<file path="config.mk">
export PLATFORM = sky130hd
export DESIGN_NAME = stack_cmd_issuer_flat
export DESIGN_NICKNAME = d
export VERILOG_FILES = /design/src/rtl/stack_cmd_issuer_if.sv /design/src/rtl/stack_cmd_issuer.sv /design/src/flat_wrapper.sv
export SDC_FILE = /design/constraint.sdc
export NUM_CORES = 1
export LEC_CHECK = 0
export BUFFER_PORTS_ARGS = -buffer_cell sky130_fd_sc_hd__buf_2
export CAP_MARGIN = 20
export CORE_MARGIN = 2
export CORE_UTILIZATION = 45
export CTS_BUF_LIST = sky130_fd_sc_hd__clkbuf_16
export CTS_CLUSTER_DIAMETER = 60
export DETAILED_ROUTE_END_ITERATION = 8
export PLACE_DENSITY = 0.65
export SLEW_MARGIN = 30
export SYNTH_ARGS = -nofsm -noshare
export SYNTH_HDL_FRONTEND = slang
export SYNTH_SLANG_ARGS = --single-unit
</file>
<file path="constraint.sdc">
create_clock -name clk -period 4.6 [get_ports clk]
set_clock_uncertainty 0.1 [all_clocks]
set_input_delay 0.23 -clock clk [delete_from_list [all_inputs] [get_ports clk]]
set_output_delay 0.23 -clock clk [all_outputs]
set_load 0.1 [all_outputs]
</file>
<file path="src/rtl/stack_cmd_issuer_if.sv">
// Host command / result bus and stack-side opcode port of the stack command issuer.
// Latency: n/a (signal bundle only).
// Backpressure: cmd_valid/cmd_ready on commands; results and stack port have none.
// Ports: cmd_* host commands in; res_* result pulses out; err/err_code drops;
//        occupancy shadow count; st_* drive and observe the stack ALU.
interface stack_cmd_issuer_if #(
    parameter int DATA_WIDTH  = 8,
    parameter int STACK_DEPTH = 16
);
    localparam int OCC_W = $clog2(STACK_DEPTH + 1);

    logic                  cmd_valid;
    logic                  cmd_ready;
    logic [2:0]            cmd_op;
    logic [DATA_WIDTH-1:0] cmd_data;
    logic                  res_valid;
    logic [2:0]            res_op;
    logic [DATA_WIDTH-1:0] res_data;
    logic                  res_ovf;
    logic                  err;
    logic [1:0]            err_code;
    logic [OCC_W-1:0]      occupancy;
    logic [2:0]            st_opcode;
    logic [DATA_WIDTH-1:0] st_data_in;
    logic [DATA_WIDTH-1:0] st_data_out;
    logic                  st_overflow;

    // Issuer side
    modport slave (
        input  cmd_valid, cmd_op, cmd_data, st_data_out, st_overflow,
        output cmd_ready, res_valid, res_op, res_data, res_ovf, err, err_code,
               occupancy, st_opcode, st_data_in
    );

    // Host + stack side
    modport master (
        output cmd_valid, cmd_op, cmd_data, st_data_out, st_overflow,
        input  cmd_ready, res_valid, res_op, res_data, res_ovf, err, err_code,
               occupancy, st_opcode, st_data_in
    );
endinterface

</file>
<file path="src/rtl/stack_cmd_issuer.sv">
// Buffers host stack commands, screens them against a shadow occupancy and issues them to the stack ALU.
// Latency: accept at E, st_opcode during E+1..E+2, res_valid during E+3..E+4 (add/mul/pop).
// Backpressure: cmd_ready = command FIFO not full; result/err pulses cannot be stalled.
// Ports: clk, rst (async active-low), bus (stack_cmd_issuer_if.slave: cmd_*, res_*, err*, occupancy, st_*).
module stack_cmd_issuer #(
    parameter int DATA_WIDTH  = 8,
    parameter int STACK_DEPTH = 16,
    parameter int FIFO_DEPTH  = 4
) (
    input  logic                clk,
    input  logic                rst,
    stack_cmd_issuer_if.slave   bus
);
    localparam int OCC_W = $clog2(STACK_DEPTH + 1);
    localparam int PTR_W = $clog2(FIFO_DEPTH);
    localparam int CNT_W = PTR_W + 1;

    localparam logic [2:0] OP_NOP  = 3'b000;
    localparam logic [2:0] OP_ADD  = 3'b100;
    localparam logic [2:0] OP_MUL  = 3'b101;
    localparam logic [2:0] OP_PUSH = 3'b110;
    localparam logic [2:0] OP_POP  = 3'b111;

    localparam logic [1:0] ERR_UNDER   = 2'b01;
    localparam logic [1:0] ERR_FULL    = 2'b10;
    localparam logic [1:0] ERR_ILLEGAL = 2'b11;

    typedef enum logic [1:0] {IDLE, ISSUE, CAPTURE} state_t;

    typedef struct packed {
        logic [2:0]            op;
        logic [DATA_WIDTH-1:0] dat;
    } cmd_t;

    state_t                state_q, state_d;
    cmd_t                  fifo_mem_q [FIFO_DEPTH];
    cmd_t                  fifo_mem_d [FIFO_DEPTH];
    logic [CNT_W-1:0]      wr_ptr_q, wr_ptr_d;
    logic [CNT_W-1:0]      rd_ptr_q, rd_ptr_d;
    logic [2:0]            op_q, op_d;
    logic [2:0]            st_opcode_q, st_opcode_d;
    logic [DATA_WIDTH-1:0] st_data_in_q, st_data_in_d;
    logic [OCC_W-1:0]      occ_q, occ_d;
    logic                  res_valid_q, res_valid_d;
    logic [2:0]            res_op_q, res_op_d;
    logic [DATA_WIDTH-1:0] res_data_q, res_data_d;
    logic                  res_ovf_q, res_ovf_d;
    logic                  err_q, err_d;
    logic [1:0]            err_code_q, err_code_d;

    logic fifo_full;
    logic fifo_empty;
    logic cmd_wr;
    cmd_t head;

    // Extra pointer bit distinguishes full from empty when the index bits match.
    assign fifo_empty = (wr_ptr_q == rd_ptr_q);
    assign fifo_full  = (wr_ptr_q[PTR_W] != rd_ptr_q[PTR_W]) &&
                        (wr_ptr_q[PTR_W-1:0] == rd_ptr_q[PTR_W-1:0]);
    assign cmd_wr     = bus.cmd_valid && !fifo_full;
    assign head       = fifo_mem_q[rd_ptr_q[PTR_W-1:0]];

    always_comb begin
        fifo_mem_d = fifo_mem_q;
        wr_ptr_d   = wr_ptr_q;
        if (cmd_wr) begin
            fifo_mem_d[wr_ptr_q[PTR_W-1:0]] = '{op: bus.cmd_op, dat: bus.cmd_data};
            wr_ptr_d = wr_ptr_q + CNT_W'(1);
        end
    end

    always_comb begin
        state_d      = state_q;
        rd_ptr_d     = rd_ptr_q;
        op_d         = op_q;
        st_opcode_d  = st_opcode_q;
        st_data_in_d = st_data_in_q;
        occ_d        = occ_q;
        res_valid_d  = 1'b0;
        res_op_d     = res_op_q;
        res_data_d   = res_data_q;
        res_ovf_d    = res_ovf_q;
        err_d        = 1'b0;
        err_code_d   = err_code_q;

        case (state_q)
            IDLE: begin
                if (!fifo_empty) begin
                    rd_ptr_d = rd_ptr_q + CNT_W'(1);
                    case (head.op)
                        OP_NOP: ;
                        OP_ADD, OP_MUL: begin
                            if (occ_q < OCC_W'(2)) begin
                                err_d      = 1'b1;
                                err_code_d = ERR_UNDER;
                            end else begin
                                state_d = ISSUE;
                            end
                        end
                        OP_PUSH: begin
                            if (occ_q == OCC_W'(STACK_DEPTH)) begin
                                err_d      = 1'b1;
                                err_code_d = ERR_FULL;
                            end else begin
                                state_d = ISSUE;
                            end
                        end
                        OP_POP: begin
                            if (occ_q == '0) begin
                                err_d      = 1'b1;
                                err_code_d = ERR_UNDER;
                            end else begin
                                state_d = ISSUE;
                            end
                        end
                        default: begin
                            err_d      = 1'b1;
                            err_code_d = ERR_ILLEGAL;
                        end
                    endcase
                    if (state_d == ISSUE) begin
                        op_d         = head.op;
                        st_opcode_d  = head.op;
                        st_data_in_d = (head.op == OP_PUSH) ? head.dat : '0;
                    end
                end
            end
            ISSUE: begin
                // The stack executes on this edge; the opcode must drop back to nop.
                st_opcode_d  = OP_NOP;
                st_data_in_d = '0;
                if (op_q == OP_PUSH) begin
                    occ_d   = occ_q + OCC_W'(1);
                    state_d = IDLE;
                end else begin
                    occ_d   = occ_q - OCC_W'(1);
                    state_d = CAPTURE;
                end
            end
            CAPTURE: begin
                res_valid_d = 1'b1;
                res_op_d    = op_q;
                res_data_d  = bus.st_data_out;
                res_ovf_d   = bus.st_overflow;
                state_d     = IDLE;
            end
            default: state_d = IDLE;
        endcase
    end

    always_ff @(posedge clk or negedge rst) begin
        if (!rst) begin
            state_q      <= IDLE;
            for (int i = 0; i < FIFO_DEPTH; i++) fifo_mem_q[i] <= '0;
            wr_ptr_q     <= '0;
            rd_ptr_q     <= '0;
            op_q         <= OP_NOP;
            st_opcode_q  <= OP_NOP;
            st_data_in_q <= '0;
            occ_q        <= '0;
            res_valid_q  <= 1'b0;
            res_op_q     <= OP_NOP;
            res_data_q   <= '0;
            res_ovf_q    <= 1'b0;
            err_q        <= 1'b0;
            err_code_q   <= 2'b00;
        end else begin
            state_q      <= state_d;
            fifo_mem_q   <= fifo_mem_d;
            wr_ptr_q     <= wr_ptr_d;
            rd_ptr_q     <= rd_ptr_d;
            op_q         <= op_d;
            st_opcode_q  <= st_opcode_d;
            st_data_in_q <= st_data_in_d;
            occ_q        <= occ_d;
            res_valid_q  <= res_valid_d;
            res_op_q     <= res_op_d;
            res_data_q   <= res_data_d;
            res_ovf_q    <= res_ovf_d;
            err_q        <= err_d;
            err_code_q   <= err_code_d;
        end
    end

    assign bus.cmd_ready  = !fifo_full;
    assign bus.res_valid  = res_valid_q;
    assign bus.res_op     = res_op_q;
    assign bus.res_data   = res_data_q;
    assign bus.res_ovf    = res_ovf_q;
    assign bus.err        = err_q;
    assign bus.err_code   = err_code_q;
    assign bus.occupancy  = occ_q;
    assign bus.st_opcode  = st_opcode_q;
    assign bus.st_data_in = st_data_in_q;
endmodule
</file>
<file path="src/flat_wrapper.sv">
// flat-port wrapper written by rule: the top's interface ports become plain ports
module stack_cmd_issuer_flat 
#(
    parameter int DATA_WIDTH  = 8,
    parameter int STACK_DEPTH = 16,
    parameter int FIFO_DEPTH  = 4
)
  (clk, rst, bus_cmd_valid, bus_cmd_op, bus_cmd_data, bus_st_data_out, bus_st_overflow, bus_cmd_ready, bus_res_valid, bus_res_op, bus_res_data, bus_res_ovf, bus_err, bus_err_code, bus_occupancy, bus_st_opcode, bus_st_data_in);
  stack_cmd_issuer_if #(.DATA_WIDTH(DATA_WIDTH), .STACK_DEPTH(STACK_DEPTH)) bus_i ();
  input  logic clk;
  input  logic rst;
  input wire logic [$bits(bus_i.cmd_valid)-1:0] bus_cmd_valid;
  input wire logic [$bits(bus_i.cmd_op)-1:0] bus_cmd_op;
  input wire logic [$bits(bus_i.cmd_data)-1:0] bus_cmd_data;
  input wire logic [$bits(bus_i.st_data_out)-1:0] bus_st_data_out;
  input wire logic [$bits(bus_i.st_overflow)-1:0] bus_st_overflow;
  output wire logic [$bits(bus_i.cmd_ready)-1:0] bus_cmd_ready;
  output wire logic [$bits(bus_i.res_valid)-1:0] bus_res_valid;
  output wire logic [$bits(bus_i.res_op)-1:0] bus_res_op;
  output wire logic [$bits(bus_i.res_data)-1:0] bus_res_data;
  output wire logic [$bits(bus_i.res_ovf)-1:0] bus_res_ovf;
  output wire logic [$bits(bus_i.err)-1:0] bus_err;
  output wire logic [$bits(bus_i.err_code)-1:0] bus_err_code;
  output wire logic [$bits(bus_i.occupancy)-1:0] bus_occupancy;
  output wire logic [$bits(bus_i.st_opcode)-1:0] bus_st_opcode;
  output wire logic [$bits(bus_i.st_data_in)-1:0] bus_st_data_in;
  assign bus_i.cmd_valid = bus_cmd_valid;
  assign bus_i.cmd_op = bus_cmd_op;
  assign bus_i.cmd_data = bus_cmd_data;
  assign bus_i.st_data_out = bus_st_data_out;
  assign bus_i.st_overflow = bus_st_overflow;
  assign bus_cmd_ready = bus_i.cmd_ready;
  assign bus_res_valid = bus_i.res_valid;
  assign bus_res_op = bus_i.res_op;
  assign bus_res_data = bus_i.res_data;
  assign bus_res_ovf = bus_i.res_ovf;
  assign bus_err = bus_i.err;
  assign bus_err_code = bus_i.err_code;
  assign bus_occupancy = bus_i.occupancy;
  assign bus_st_opcode = bus_i.st_opcode;
  assign bus_st_data_in = bus_i.st_data_in;
  stack_cmd_issuer #(.DATA_WIDTH(DATA_WIDTH), .STACK_DEPTH(STACK_DEPTH), .FIFO_DEPTH(FIFO_DEPTH)) u_core (.clk(clk), .rst(rst), .bus(bus_i));
endmodule
</file>
# Word level (Yosys, flattened, before mapping)
# Cells that the tools add are included.
[totals] regBits=87 latch_bits=0 mem_bits_rw=0 rom_bits=0 in_bits=23 out_inout_bits=33 wordCells=97 mem_count=0
[classes] addsub=4 n_mul=0 div=0 magnitude_cmp=4 n_eq_ne=17 n_shift=0 mux=34 bitwise_logic=4 n_reduce_logical=13
[ops] op="$bwmux 44" count=1
[ops] op="$mux 11" count=3
[ops] op="$mux 8" count=3
[ops] op="$bmux 11 s2" count=1
[ops] op="$demux 11 s2" count=1
[ops] op="$mux 2" count=10
[ops] op="$pmux 8 s2" count=1
[ops] op="$eq 3x3->1 const B" count=5
[ops] op="$ne 2x1->1 const B" count=4
[ops] op="$pmux 2 s4" count=1
[ops] op="$add 3x1->3 const B" count=2
[ops] op="$ge 3x3->1 const B" count=2
[ops] op="$mux 1" count=6
[ops] op="$mux 3" count=2
[ops] op="$not 2->3" count=2
[ops] op="$pmux 2 s3" count=1
[ops] op="$pmux 3 s2" count=1
[ops] op="$reduce_and 3->1" count=2
[ops] op="$reduce_and 6->1" count=1
[ops] op="$add 5x1->5 const B" count=1
[ops] op="$eq 5x5->1 const B" count=1
[ops] op="$logic_not 5->1" count=1
[ops] op="$lt 5x2->1 const B" count=1
[ops] op="$mux 5" count=1
[ops] op="other kinds (18)" count=22

# Logic depth before layout (Yosys ltp)
[depth] depth_word=13 depth_mapped=9 depth_no_buf=9

# Least setup slack after synthesis
# Ideal clock, no wire load.
[synth_path] path_type="flip-flop to flip-flop" from="register u_core.rd_ptr_q[0]" to="register u_core.fifo_mem_q[0] (netlist name)" setup_time_ns=0.125 arrival_ns=2.779 required_time_ns=4.375 path_slack_ns=1.596 path_stages_with_launch=8 n_path_buf=2 synth_period_minus_slack_ns=3.004 cell_sequence="dfrtp_1 xnor2_1 nand3b_1 and2_1 clkbuf_2 nand2_1 buf_2 mux2_2"
[synth_via] elab_chain_len=4
[synth_rtl] item="start, declared" line_no="stack_cmd_issuer.sv:39" source="logic [CNT_W-1:0] rd_ptr_q, rd_ptr_d;"
[synth_rtl] item="start signal, assigned" line_no="stack_cmd_issuer.sv:171" source="rd_ptr_q <= rd_ptr_d;"
[synth_rtl] item="$eq 2x2->1" line_no="stack_cmd_issuer.sv:59" source="(wr_ptr_q[PTR_W-1:0] == rd_ptr_q[PTR_W-1:0]);"
[synth_rtl] item="$logic_and 1x1->1" line_no="stack_cmd_issuer.sv:58" source="assign fifo_full = (wr_ptr_q[PTR_W] != rd_ptr_q[PTR_W]) &&"
[synth_rtl] item="$logic_not 1->1"
[synth_rtl] item="named net bus_cmd_ready" line_no="flat_wrapper.sv:17" source="output wire logic [$bits(bus_i.cmd_ready)-1:0] bus_cmd_ready;"
[synth_rtl] item="$logic_and 1x1->1" line_no="stack_cmd_issuer.sv:60" source="assign cmd_wr = bus.cmd_valid && !fifo_full;"
[synth_rtl] item="end signal, assigned" line_no="stack_cmd_issuer.sv:169" source="fifo_mem_q <= fifo_mem_d;"
[synth_rtl] item="end, declared" line_no="stack_cmd_issuer.sv:36" source="cmd_t fifo_mem_q [FIFO_DEPTH];"
# The timed path passes the listed nets, and every way through them passes these cells.
# A chain may end at the register's enable or synchronous reset.

# Worst setup path after layout
[layout_path] from="register u_core.rd_ptr_q[0]" to="register u_core.st_data_in_q[3] (netlist: u_core.bus.st_data_in[3])"
[layout_via] elab_chain_len=12 word_cells_on_any_way=21 classes_between="eq/ne: 8; mux: 10; bitwise: 1; reduce/logical: 2"
[layout_rtl] item="$not 2->3 (not written as such)" line_no="stack_cmd_issuer.sv:61" source="assign head = fifo_mem_q[rd_ptr_q[PTR_W-1:0]];"
[layout_rtl] item="$bmux 11 s2" line_no="stack_cmd_issuer.sv:61"
[layout_rtl] item="$mux 11 (not written as such) (2 in series)" line_no="stack_cmd_issuer.sv:61"
[layout_rtl] item="$eq 3x3->1" line_no="stack_cmd_issuer.sv:90" source="case (head.op)"
[layout_rtl] item="$reduce_or 2->1" line_no="stack_cmd_issuer.sv:90"
[layout_rtl] item="$pmux 2 s3" line_no="stack_cmd_issuer.sv:90"
[layout_rtl] item="$mux 2" line_no="stack_cmd_issuer.sv:88" source="if (!fifo_empty) begin"
[layout_rtl] item="$mux 2" line_no="stack_cmd_issuer.sv:86" source="case (state_q)"
[layout_rtl] item="$eq 2x1->1" line_no="stack_cmd_issuer.sv:121" source="if (state_d == ISSUE) begin"
[layout_rtl] item="$ne 2x1->1 (no line)"
[layout_rtl] item="$reduce_and 3->1 (no line)"
[layout_rtl] item="end signal, assigned" line_no="stack_cmd_issuer.sv:174" source="st_data_in_q <= st_data_in_d;"
[layout_rtl] item="end, declared" line_no="stack_cmd_issuer.sv:42" source="logic [DATA_WIDTH-1:0] st_data_in_q, st_data_in_d;"
# Several ways; a longest one is shown, not always the timed one. The select of a mux whose other input is x is not followed.

==> impl_metrics.toml <==
[status]
status = "completed"

[synthesis]
avgSynthCellArea_um2 = 14.00
yosysTopAreaCellShare_pct = 55.93
ys_top_cells_by_area = "dfrtp_1 56%, mux2_2 16%, mux4_2 6.4%, nand2_1 2.6%, ha_1 2.6%"
synth_ff_type = "dfrtp_1"
synth-compound-area-share_pct = 3.986
ys_ff_latch = 87
synth_top_area_cell = "dfrtp_1"
ys_warn_count = 0
synth_top_family_by_area = "multiplexers"
synthesis.instances = 278
syn_nets = 310
synth.area.mux_share_pct = 25.49
syn_area_mm2 = 0.003892
synthAdderAreaFrac_pct = 3.086
yosysUniqueCellTypes = 39
synthSimpleGateAreaFrac_pct = 6.236
synthXorXnorAreaFrac_pct = 2.475
synth_edf_count = 0
ys_async_sr_fraction_pct = 100.0
ys_seq_area_share_pct = 55.93

[global_route]
grt_pass1_vias = 2423
track_usage_pct = 15.79
grt_pass1_wl_um = 11830
grt_max_degree = 56
antenna_found_initial = 0
overflow = 0

[cts]
clkSinkCount = 87
cts.repair.resized = 0
cts.path.max_buffers = 2
root_buffer = "clkbuf_16"
h-tree-depth = 3
clk_latency_ns = 0.33
cts_tree = "done"
clk_pin_slew_ns = 0.06
cts_made_buffers = 9

[worst_setup_path]
critPathCapture = "u_core.bus.st_data_in[3]"
timing.rr.start = "u_core.rd_ptr_q[0]"
cp-start-kind = "register"
cp-end-kind = "register"
critical_path_required_ns = 4.75
r2r_cells = 5
crit_slowest_cell = "dfrtp_1"
crit_arrival_ns = 3.16
worstSetupPathType = "register to register"
crit_chain = "mux4_2, a21boi_2, nor2_2, nor4_4, mux2i_1"
crit_fanout = 14
max_stage_delay_ns = 0.86
reg2reg_slack_ns = 1.59
startpoint = "u_core.rd_ptr_q[0]"
r2r_end = "u_core.bus.st_data_in[3]"

[final_layout]
stdcell_area_mm2 = 0.004574
diodes = 0
layout-drive-gt1-share_pct = 43.36
final_common_cell = "dfrtp_1"
most-common-layout-cells = "87 x dfrtp_1, 57 x mux2_2, 54 x buf_2"
area_growth_pct = 17.52
nets = 366

[drt]
drtIter0Drc = 60
vias_per_cell = 5.297
ant_nets = 0
finalWirelength_um = 7059
vias = 2352
wl_per_cell_um = 15.90
drc_errors = 0
dr.pass1.iters = 4

[sta]
rsz0062_at_grt = "false"
min_period_ns = 3.013
fmax_mhz = 331.8
period_share_pct = 65.51
slew_violations = 0
setup_viol = 0
setup_tns_ns = 0
max_slew.worst_pin.slew_ns = 0.8125
max_slew_margin_pct = 45.43
fin_hold_ws_ns = 0.03311
hold_viol = 0

[die]
die_area_mm2 = 0.009410
ios = 56
die_x_um = 97.01
start_util_pct = 46.90
coreArea_mm2 = 0.008299
dieHeight_um = 97.01
fp-row-count = 33

[place]
dp_hpwl_um = 4959
place_congestion = 0.8341
portBuffers = 55
dpl-instance-area_mm2 = 0.004244

[hold_path]
min-delay-path-class = "primary input to register"

[job]
maxCapViolCount = 0
critical path: cells and delay by family (launching register included):
| family | cells | cell delay [ns] |
|---|---|---|
| flip-flops | 1 | 0.86 |
| multiplexers | 2 | 0.96 |
| AND/OR/NAND/NOR | 2 | 0.80 |
| AO/OA/AOI/OAI | 1 | 0.21 |
through the flow:
stage	util (%)	instances	setup slack, ns
CTS	55.12	444	1.524
global placement	51.11	427	1.599
global route	55.12	444	1.336
finish	55.12	444	1.587
detailed placement	51.14	427	1.515
floorplan	-	278	1.596
state kept, by name, summed over array words and instances (netlist names):
name	flops
u_core.fifo_mem_q	44
u_core.bus.res_data	8
u_core.bus.st_data_in	8
u_core.bus.occupancy	5
u_core.bus.res_op	3
u_core.bus.st_opcode	3
u_core.op_q	3
u_core.rd_ptr_q	3
u_core.wr_ptr_q	3
u_core.bus.err_code	2
u_core.state_q	2
u_core.bus.err	1
u_core.bus.res_ovf	1
u_core.bus.res_valid	1
worst min-delay path by stage:
stage	from	end	slack, ns	depth (start not counted)
floorplan	rst	u_core.bus.err	-0.17	0
global placement	rst	u_core.bus.occupancy[0]	0.1	1
detailed placement	rst	u_core.bus.occupancy[0]	0.1	1
CTS	bus_st_data_out[3]	u_core.bus.res_data[3]	0.02	2
global route	bus_st_data_out[3]	u_core.bus.res_data[3]	0.02	2
finish	bus_st_data_out[1]	u_core.bus.res_data[1]	0.03	2
repair_timing:
item	4_1_cts	5_1_grt
buffers inserted	0	0
hold buffers	1	0
endpoints found under the hold margin	32	0
area by class of cell:
type,instances,area (um2)
fill,697,3725
sequential,87,2177
multi-input combinational,168,1609
timing repair buffer,57,295.3
clock buffer,9,225.2
tap,105,131.4
clock inverter,7,95.09
inverter,11,41.29
kinds of logic after synthesis:
logic type / count (synthesis)
flip-flops: 87
multiplexers: 78
AND/OR/NAND/NOR: 48
buffers and inverters: 23
AO/OA/AOI/OAI: 22
XOR/XNOR: 11
adder cells (fa/ha/maj): 9
layer usage:
| metal | part of all wire (%) | vias up | global-route usage [%] |
|---|---|---|---|
| li1 | - | 1088 | - |
| met1 | 46 | 1181 | 21.13 |
| met2 | 47 | 69 | 25.16 |
| met3 | 5.2 | 14 | 4.552 |
| met4 | 1.9 | 0 | 4.767 |
| met5 | 0 | - | 0 |
Yosys cell counts, types with 3 or more instances:
cell type and n:
buf_2 5, clkbuf_1 4, dfrtp_1 87, ha_1 8
inv_1 11, mux2_2 57, mux2i_1 8, mux4_2 11
nand2_1 27, nand3_1 5, nor2b_1 3, o21ai_0 8
xnor2_1 8, xor2_1 3
Power is left out: the tool's default activity adds up to more than one toggle a clock period on the data nets, which glitch-free logic cannot reach.
